[src/rtl/global_pkg.sv]
// Shared types and constants for the load/store access unit.
//   mem_size_t  : access size encoding (byte/half/word)
//   lsu_state_t : access unit FSM states
//   CAUSE_*     : RISC-V mcause codes reported on a faulting access
package global_pkg;

  typedef enum logic [1:0] {
    MEM_BYTE = 2'd0,
    MEM_HALF = 2'd1,
    MEM_WORD = 2'd2
  } mem_size_t;

  typedef enum logic [1:0] {
    IDLE  = 2'd0,
    CHECK = 2'd1,
    BUS   = 2'd2,
    RESP  = 2'd3
  } lsu_state_t;

  localparam logic [3:0] CAUSE_LOAD_MISALIGNED  = 4'd4;
  localparam logic [3:0] CAUSE_LOAD_ACCESS      = 4'd5;
  localparam logic [3:0] CAUSE_STORE_MISALIGNED = 4'd6;
  localparam logic [3:0] CAUSE_STORE_ACCESS     = 4'd7;

  // Select the misaligned cause for a load or a store.
  function automatic logic [3:0] misaligned_cause(input logic we);
    return we ? CAUSE_STORE_MISALIGNED : CAUSE_LOAD_MISALIGNED;
  endfunction

  // Select the access-fault cause for a load or a store.
  function automatic logic [3:0] access_cause(input logic we);
    return we ? CAUSE_STORE_ACCESS : CAUSE_LOAD_ACCESS;
  endfunction

endpackage

[src/rtl/lsu_align.sv]
// Combinational lane steering for the access unit.
//   size, offset, is_unsigned : access shape
//   wdata                     : LSB-aligned store data
//   dat_i                     : raw Wishbone read word
//   sel_c                     : byte enables
//   dat_o_c                   : lane-replicated store data
//   rdata_c                   : shifted and sign/zero-extended load data
module lsu_align
  import global_pkg::*;
(
  input  mem_size_t   size,
  input  logic [1:0]  offset,
  input  logic        is_unsigned,
  input  logic [31:0] wdata,
  input  logic [31:0] dat_i,
  output logic [3:0]  sel_c,
  output logic [31:0] dat_o_c,
  output logic [31:0] rdata_c
);

  logic [31:0] shifted;

  // Bring the addressed byte lane down to bit 0, then extend per size.
  always_comb begin
    shifted = dat_i >> {offset, 3'b000};
    sel_c   = 4'b1111;
    dat_o_c = wdata;
    rdata_c = shifted;
    case (size)
      MEM_BYTE: begin
        sel_c   = 4'b0001 << offset;
        dat_o_c = {4{wdata[7:0]}};
        rdata_c = is_unsigned ? {24'b0, shifted[7:0]} : {{24{shifted[7]}}, shifted[7:0]};
      end
      MEM_HALF: begin
        sel_c   = 4'b0011 << offset;
        dat_o_c = {2{wdata[15:0]}};
        rdata_c = is_unsigned ? {16'b0, shifted[15:0]} : {{16{shifted[15]}}, shifted[15:0]};
      end
      default: begin
        sel_c   = 4'b1111;
        dat_o_c = wdata;
        rdata_c = shifted;
      end
    endcase
  end

endmodule

[src/rtl/lsu_access_unit.sv]
// Load/store access unit: captures one request, checks alignment and the
// PMP verdict, runs a single Wishbone classic transaction and returns
// extended load data or an exception cause.
//   clk, rst (async, active-low)
//   req_*   : request from execute (req_ready combinational in IDLE)
//   pmp_*   : captured address out, same-cycle verdict in
//   resp_*  : one-cycle registered response to writeback
//   wb_*    : Wishbone classic master
// Optional macro LSU_BUS_TIMEOUT_EN adds a bus watchdog of TIMEOUT_CYCLES.
module lsu_access_unit
  import global_pkg::*;
#(
  parameter int unsigned TIMEOUT_CYCLES = 255
) (
  input  logic        clk,
  input  logic        rst,
  input  logic        req_valid,
  output logic        req_ready,
  input  logic        req_we,
  input  mem_size_t   req_size,
  input  logic        req_unsigned,
  input  logic [31:0] req_addr,
  input  logic [31:0] req_wdata,
  output logic [31:0] pmp_addr,
  input  logic        pmp_illegal,
  output logic        resp_valid,
  output logic [31:0] resp_rdata,
  output logic        resp_fault,
  output logic [3:0]  resp_cause,
  output logic        wb_cyc,
  output logic        wb_stb,
  output logic        wb_we,
  output logic [31:0] wb_adr,
  output logic [31:0] wb_dat_o,
  output logic [3:0]  wb_sel,
  input  logic [31:0] wb_dat_i,
  input  logic        wb_ack,
  input  logic        wb_err
);

  lsu_state_t  state_q, state_d;
  logic        we_q, we_d, uns_q, uns_d;
  mem_size_t   size_q, size_d;
  logic [31:0] addr_q, addr_d, wdata_q, wdata_d;
  logic        resp_valid_q, resp_valid_d, resp_fault_q, resp_fault_d;
  logic [3:0]  resp_cause_q, resp_cause_d;
  logic [31:0] resp_rdata_q, resp_rdata_d;
  logic        wb_cyc_q, wb_cyc_d, wb_we_q, wb_we_d;
  logic [31:0] wb_adr_q, wb_adr_d, wb_dat_o_q, wb_dat_o_d;
  logic [3:0]  wb_sel_q, wb_sel_d;
  logic [3:0]  sel_c;
  logic [31:0] dat_o_c, rdata_c;
  logic        misaligned_c;

`ifdef LSU_BUS_TIMEOUT_EN
  localparam int unsigned CNT_W = ($clog2(TIMEOUT_CYCLES + 1) > 8) ?
                                  $clog2(TIMEOUT_CYCLES + 1) : 8;
  logic [CNT_W-1:0] cnt_q, cnt_d;

  // Watchdog counting BUS cycles without termination.
  always_ff @(posedge clk or negedge rst) begin
    if (!rst) cnt_q <= '0;
    else      cnt_q <= cnt_d;
  end
`else
  logic timeout_unused;
  assign timeout_unused = |32'(TIMEOUT_CYCLES);
`endif

  lsu_align u_align (
    .size        (size_q),
    .offset      (addr_q[1:0]),
    .is_unsigned (uns_q),
    .wdata       (wdata_q),
    .dat_i       (wb_dat_i),
    .sel_c       (sel_c),
    .dat_o_c     (dat_o_c),
    .rdata_c     (rdata_c)
  );

  // Half must be 2-byte aligned; word (and the unused encoding) 4-byte aligned.
  always_comb begin
    case (size_q)
      MEM_BYTE: misaligned_c = 1'b0;
      MEM_HALF: misaligned_c = addr_q[0];
      default:  misaligned_c = |addr_q[1:0];
    endcase
  end

  // State and output registers.
  always_ff @(posedge clk or negedge rst) begin
    if (!rst) begin
      state_q      <= IDLE;
      we_q         <= 1'b0;
      size_q       <= MEM_BYTE;
      uns_q        <= 1'b0;
      addr_q       <= '0;
      wdata_q      <= '0;
      resp_valid_q <= 1'b0;
      resp_fault_q <= 1'b0;
      resp_cause_q <= '0;
      resp_rdata_q <= '0;
      wb_cyc_q     <= 1'b0;
      wb_we_q      <= 1'b0;
      wb_adr_q     <= '0;
      wb_dat_o_q   <= '0;
      wb_sel_q     <= '0;
    end else begin
      state_q      <= state_d;
      we_q         <= we_d;
      size_q       <= size_d;
      uns_q        <= uns_d;
      addr_q       <= addr_d;
      wdata_q      <= wdata_d;
      resp_valid_q <= resp_valid_d;
      resp_fault_q <= resp_fault_d;
      resp_cause_q <= resp_cause_d;
      resp_rdata_q <= resp_rdata_d;
      wb_cyc_q     <= wb_cyc_d;
      wb_we_q      <= wb_we_d;
      wb_adr_q     <= wb_adr_d;
      wb_dat_o_q   <= wb_dat_o_d;
      wb_sel_q     <= wb_sel_d;
    end
  end

  // Next state; registered outputs are derived from the state being entered.
  always_comb begin
    state_d      = state_q;
    we_d         = we_q;
    size_d       = size_q;
    uns_d        = uns_q;
    addr_d       = addr_q;
    wdata_d      = wdata_q;
    resp_fault_d = 1'b0;
    resp_cause_d = '0;
    resp_rdata_d = '0;
`ifdef LSU_BUS_TIMEOUT_EN
    cnt_d        = cnt_q;
`endif
    case (state_q)
      IDLE: begin
        if (req_valid) begin
          we_d    = req_we;
          size_d  = req_size;
          uns_d   = req_unsigned;
          addr_d  = req_addr;
          wdata_d = req_wdata;
          state_d = CHECK;
        end
      end
      CHECK: begin
        if (misaligned_c) begin
          state_d      = RESP;
          resp_fault_d = 1'b1;
          resp_cause_d = misaligned_cause(we_q);
        end else if (pmp_illegal) begin
          state_d      = RESP;
          resp_fault_d = 1'b1;
          resp_cause_d = access_cause(we_q);
        end else begin
          state_d = BUS;
`ifdef LSU_BUS_TIMEOUT_EN
          cnt_d   = '0;
`endif
        end
      end
      BUS: begin
        // err wins over a simultaneous ack
        if (wb_err) begin
          state_d      = RESP;
          resp_fault_d = 1'b1;
          resp_cause_d = access_cause(we_q);
        end else if (wb_ack) begin
          state_d      = RESP;
          resp_rdata_d = we_q ? '0 : rdata_c;
        end
`ifdef LSU_BUS_TIMEOUT_EN
        else if (cnt_q == CNT_W'(TIMEOUT_CYCLES - 1)) begin
          state_d      = RESP;
          resp_fault_d = 1'b1;
          resp_cause_d = access_cause(we_q);
        end else begin
          cnt_d = cnt_q + CNT_W'(1);
        end
`endif
      end
      RESP:    state_d = IDLE;
      default: state_d = IDLE;
    endcase

    wb_cyc_d     = (state_d == BUS);
    wb_we_d      = wb_cyc_d & we_q;
    wb_adr_d     = wb_cyc_d ? {addr_q[31:2], 2'b00} : '0;
    wb_sel_d     = wb_cyc_d ? sel_c : '0;
    wb_dat_o_d   = wb_cyc_d ? dat_o_c : '0;
    resp_valid_d = (state_d == RESP);
  end

  assign req_ready  = (state_q == IDLE);
  assign pmp_addr   = addr_q;
  assign resp_valid = resp_valid_q;
  assign resp_fault = resp_fault_q;
  assign resp_cause = resp_cause_q;
  assign resp_rdata = resp_rdata_q;
  assign wb_cyc     = wb_cyc_q;
  assign wb_stb     = wb_cyc_q;
  assign wb_we      = wb_we_q;
  assign wb_adr     = wb_adr_q;
  assign wb_dat_o   = wb_dat_o_q;
  assign wb_sel     = wb_sel_q;

endmodule

[config.mk]
export PLATFORM = sky130hd
export DESIGN_NAME = lsu_access_unit
export DESIGN_NICKNAME = d
export VERILOG_FILES = /design/src/rtl/global_pkg.sv /design/src/rtl/lsu_align.sv /design/src/rtl/lsu_access_unit.sv
export SDC_FILE = /design/constraint.sdc
export NUM_CORES = 1
export LEC_CHECK = 0
export BUFFER_PORTS_ARGS = -buffer_cell sky130_fd_sc_hd__buf_2
export CAP_MARGIN = 10
export CORE_MARGIN = 1.5
export CORE_UTILIZATION = 53
export CTS_BUF_LIST = sky130_fd_sc_hd__clkbuf_2 sky130_fd_sc_hd__clkbuf_4 sky130_fd_sc_hd__clkbuf_8
export CTS_CLUSTER_SIZE = 30
export DETAILED_ROUTE_END_ITERATION = 8
export PLACE_DENSITY = 0.82
export SYNTH_ARGS = -nofsm -noshare
export SYNTH_HDL_FRONTEND = slang
export SYNTH_HIERARCHICAL = 1
export SYNTH_SLANG_ARGS = --single-unit
[constraint.sdc]
create_clock -name clk -period 2.45 [get_ports clk]
set_clock_uncertainty 0.15 [all_clocks]
set_input_delay 0.1225 -clock clk [delete_from_list [all_inputs] [get_ports clk]]
set_output_delay 0.1225 -clock clk [all_outputs]
set_load 0.02 [all_outputs]
==> flow_summary.yaml <==
critical_path:
  path_class: "flop to flop"
  startpoint_type: "flop"
  worstPathMaxFanout: 20
  end_kind: "flop"
  r2r_slack_ps: 260
  critPathRequiredTime_ps: 2650
  arrival_ps: 2390
placed_design:
  place_ws_ps: 368
  dp_hpwl_mm: 13.5
  port_buffers: 244
  place_congestion: 0.815
  dpl-instance-area_sq_mm: 0.00934
clock_network:
  insertion_delay_ps: 460
  cts_tree: "yes"
  clock_path_buffers: 2
  cts-buffers-inserted: 17
  cts_root_buf: "clkbuf_8"
  cts_max_level: 4
  clock-sinks: 175
  cts.clk_slew.worst_paths_ps: 90
sta:
  fin_crit_sh_pct: 89.4
  worst_slack_ps: 260
  setup_viol: 0
  timing.final.hold_violations: 0
  setup-tns-final_ps: 0
  worst_pin_slew_ps: 761
  rsz0062_at_grt: "no"
  min_period_ps: 2190
  max_slew_margin_pct: 49.3
  max_freq_mhz: 457
  slew_violations: 0
global_route:
  grt_first_pass_wirelength_mm: 35.1
  grt-ovfl-total: 0
  grt_max_degree: 79
  track_usage_pct: 28.5
  grt_pass1_vias: 6769
  antenna_found_initial: 2
die:
  die_w_um: 126
  initial_utilization_pct: 54.6
  io-pin-count: 248
  core_area_sq_mm: 0.0146
  num_rows: 44
  die_area_sq_mm: 0.0158
  die_y_um: 126
detailed_routing:
  first_iter_violations: 320
  routed_wl_mm: 22.1
  vias: 6389
  drc: 0
  viasPerCell: 5.39
  antenna_left: 0
  first_pass_iters: 4
  avgRoutedWirePerCell_um: 18.6
finish:
  syn_to_final_growth_pct: 34.8
  drive_above_1_share_pct: 43.5
  nNetsFinal: 1096
  fin_util_pct: 73.7
  stdcell_area_sq_mm: 0.0107
  layout_common_cells: "buf_2, dfrtp_1, dlygate4sd3_1"
  final_common_cell: "buf_2"
power_and_ir_drop:
  leakagePower_nw: 5.51
  p_per_area_mw_per_mm2: 1300
  vdd.ir_drop.worst_v: 0.000858
synthesis:
  synth_area_leaders: "dfrtp_1, mux2_2, a211oi_1, inv_1, mux2i_1"
  ys_types: 43
  ys_seq_area_share_pct: 54.9
  netlist.area_leader.share_pct: 54.9
  netlist_area_sq_mm: 0.00797
  syn_area_per_cell_sq_um: 12.0
  ys_async_sr_fraction_pct: 100
  yosys.area.top_type: "dfrtp_1"
  ys_warn_count: 6
  syn_inst: 662
  synthFlopType: "dfrtp_1"
  ys_seq_elements: 175
  synth_edf_count: 0
worst_hold_path:
  hp-class: "input pin to flop"
run:
  max_cap_viol_count: 0
status:
  outcome: "complete, no violations"
-- state kept, by name, indices dropped and copies added (netlist names) --
| name | cells |
|---|---|
| pmp_addr | 32 |
| resp_cause | 3 |
| resp_fault | 1 |
| resp_rdata | 32 |
| resp_valid | 1 |
| size_q | 2 |
| state_q | 2 |
| uns_q | 1 |
| wb_adr | 30 |
| wb_cyc | 1 |
| wb_dat_o | 32 |
| wb_sel | 4 |
| wb_we | 1 |
| wdata_q | 32 |
| we_q | 1 |
-- worst paths after layout --
path	depth (start not counted)	startpoint	endpoint
hold reg to reg	1	wdata_q[16]$_DFFE_PN0P_	wdata_q[16]$_DFFE_PN0P_
hold / removal	5	wb_dat_i[22]	resp_rdata[6]$_DFF_PN0_
setup reg to reg	5	state_q[0]$_DFF_PN0_	wb_dat_o[20]$_DFF_PN0_
min in group asynchronous	2	rst	pmp_addr[29]$_DFFE_PN0P_
max in group asynchronous	3	rst	state_q[1]$_DFF_PN0_
setup / recovery	5	state_q[0]$_DFF_PN0_	wb_dat_o[20]$_DFF_PN0_
-- synthesized netlist by cell type (all sizes together), types with 3 or more instances --
master / number
nor2: 7
nand2: 37
dfrtp: 175
ha: 3
nand3b: 4
o211ai: 16
mux2: 94
clkbuf: 19
o21ai: 18
a21oi: 15
and2: 34
a211oi: 68
or2: 7
inv: 71
mux2i: 23
buf: 45
-- critical path: stages (launching register included) --
cell and delay, ps:
dfrtp_1 430, inv_1 100, ha_1 390, nand2_2 380, buf_4 340, a211oi_1 290
-- through the flow --
stage	std cells	power, mW	hold WS [ps]
floorplan	664	9.71	-323
global placement	1051	11.4	57.0
detailed placement	1051	11.6	55.0
CTS	1178	13.8	4.32
global route	1186	14.8	34.4
finish	1186	14.0	35.1
-- layout make-up --
type                            instances  area, sq um
Tap cell                              184          230
Inverter                               71          267
Multi-Input combinational cell        354         2950
Timing Repair Buffer                  368         2510
Clock buffer                           22          303
Clock inverter                         10         98.8
Sequential cell                       175         4380
Fill cell                             959         3840
Antenna cell                            2         5.00
-- power by group --
group	internal, mW	switching [mW]	total, mW	leakage (nW)
Combinational	2.98	4.27	7.25	3.05
Sequential	4.00	0.731	4.73	2.27
Clock	0.948	1.04	1.99	0.191
-- layer usage --
metal | up-vias | wire length (um) | track usage, % | share of wire [%]
met5 | - | 0 | 0 | 0
met4 | 0 | 1120 | 15.6 | 5.1
met3 | 85 | 1260 | 6.46 | 5.7
met2 | 280 | 11200 | 48.6 | 51
met1 | 3129 | 8500 | 33.6 | 38
li1 | 2895 | - | - | -
-- what timing repair did --
item                       4_1_cts  5_1_grt
gates resized for setup          0        2
setup endpoints to repair        0        1
setup buffers                    0        7
hold buffers                    95        0
hold endpoints to repair       166        0
-- logic make-up (layout without fill, tap and decap cells) --
family                     count (synthesis)  after routing  share of synthesized area (%)
DFF                                      175            175                           54.9
other                                      1              5                         0.0470
buffers and inverters                    135            471                           8.40
muxes                                    117            117                           16.3
AOI/OAI and AO/OA                        128            128                           12.9
and+or+nand+nor                          103            103                           6.97
adders and majority gates                  3              3                          0.471
(Power assumes the default switching activity.)
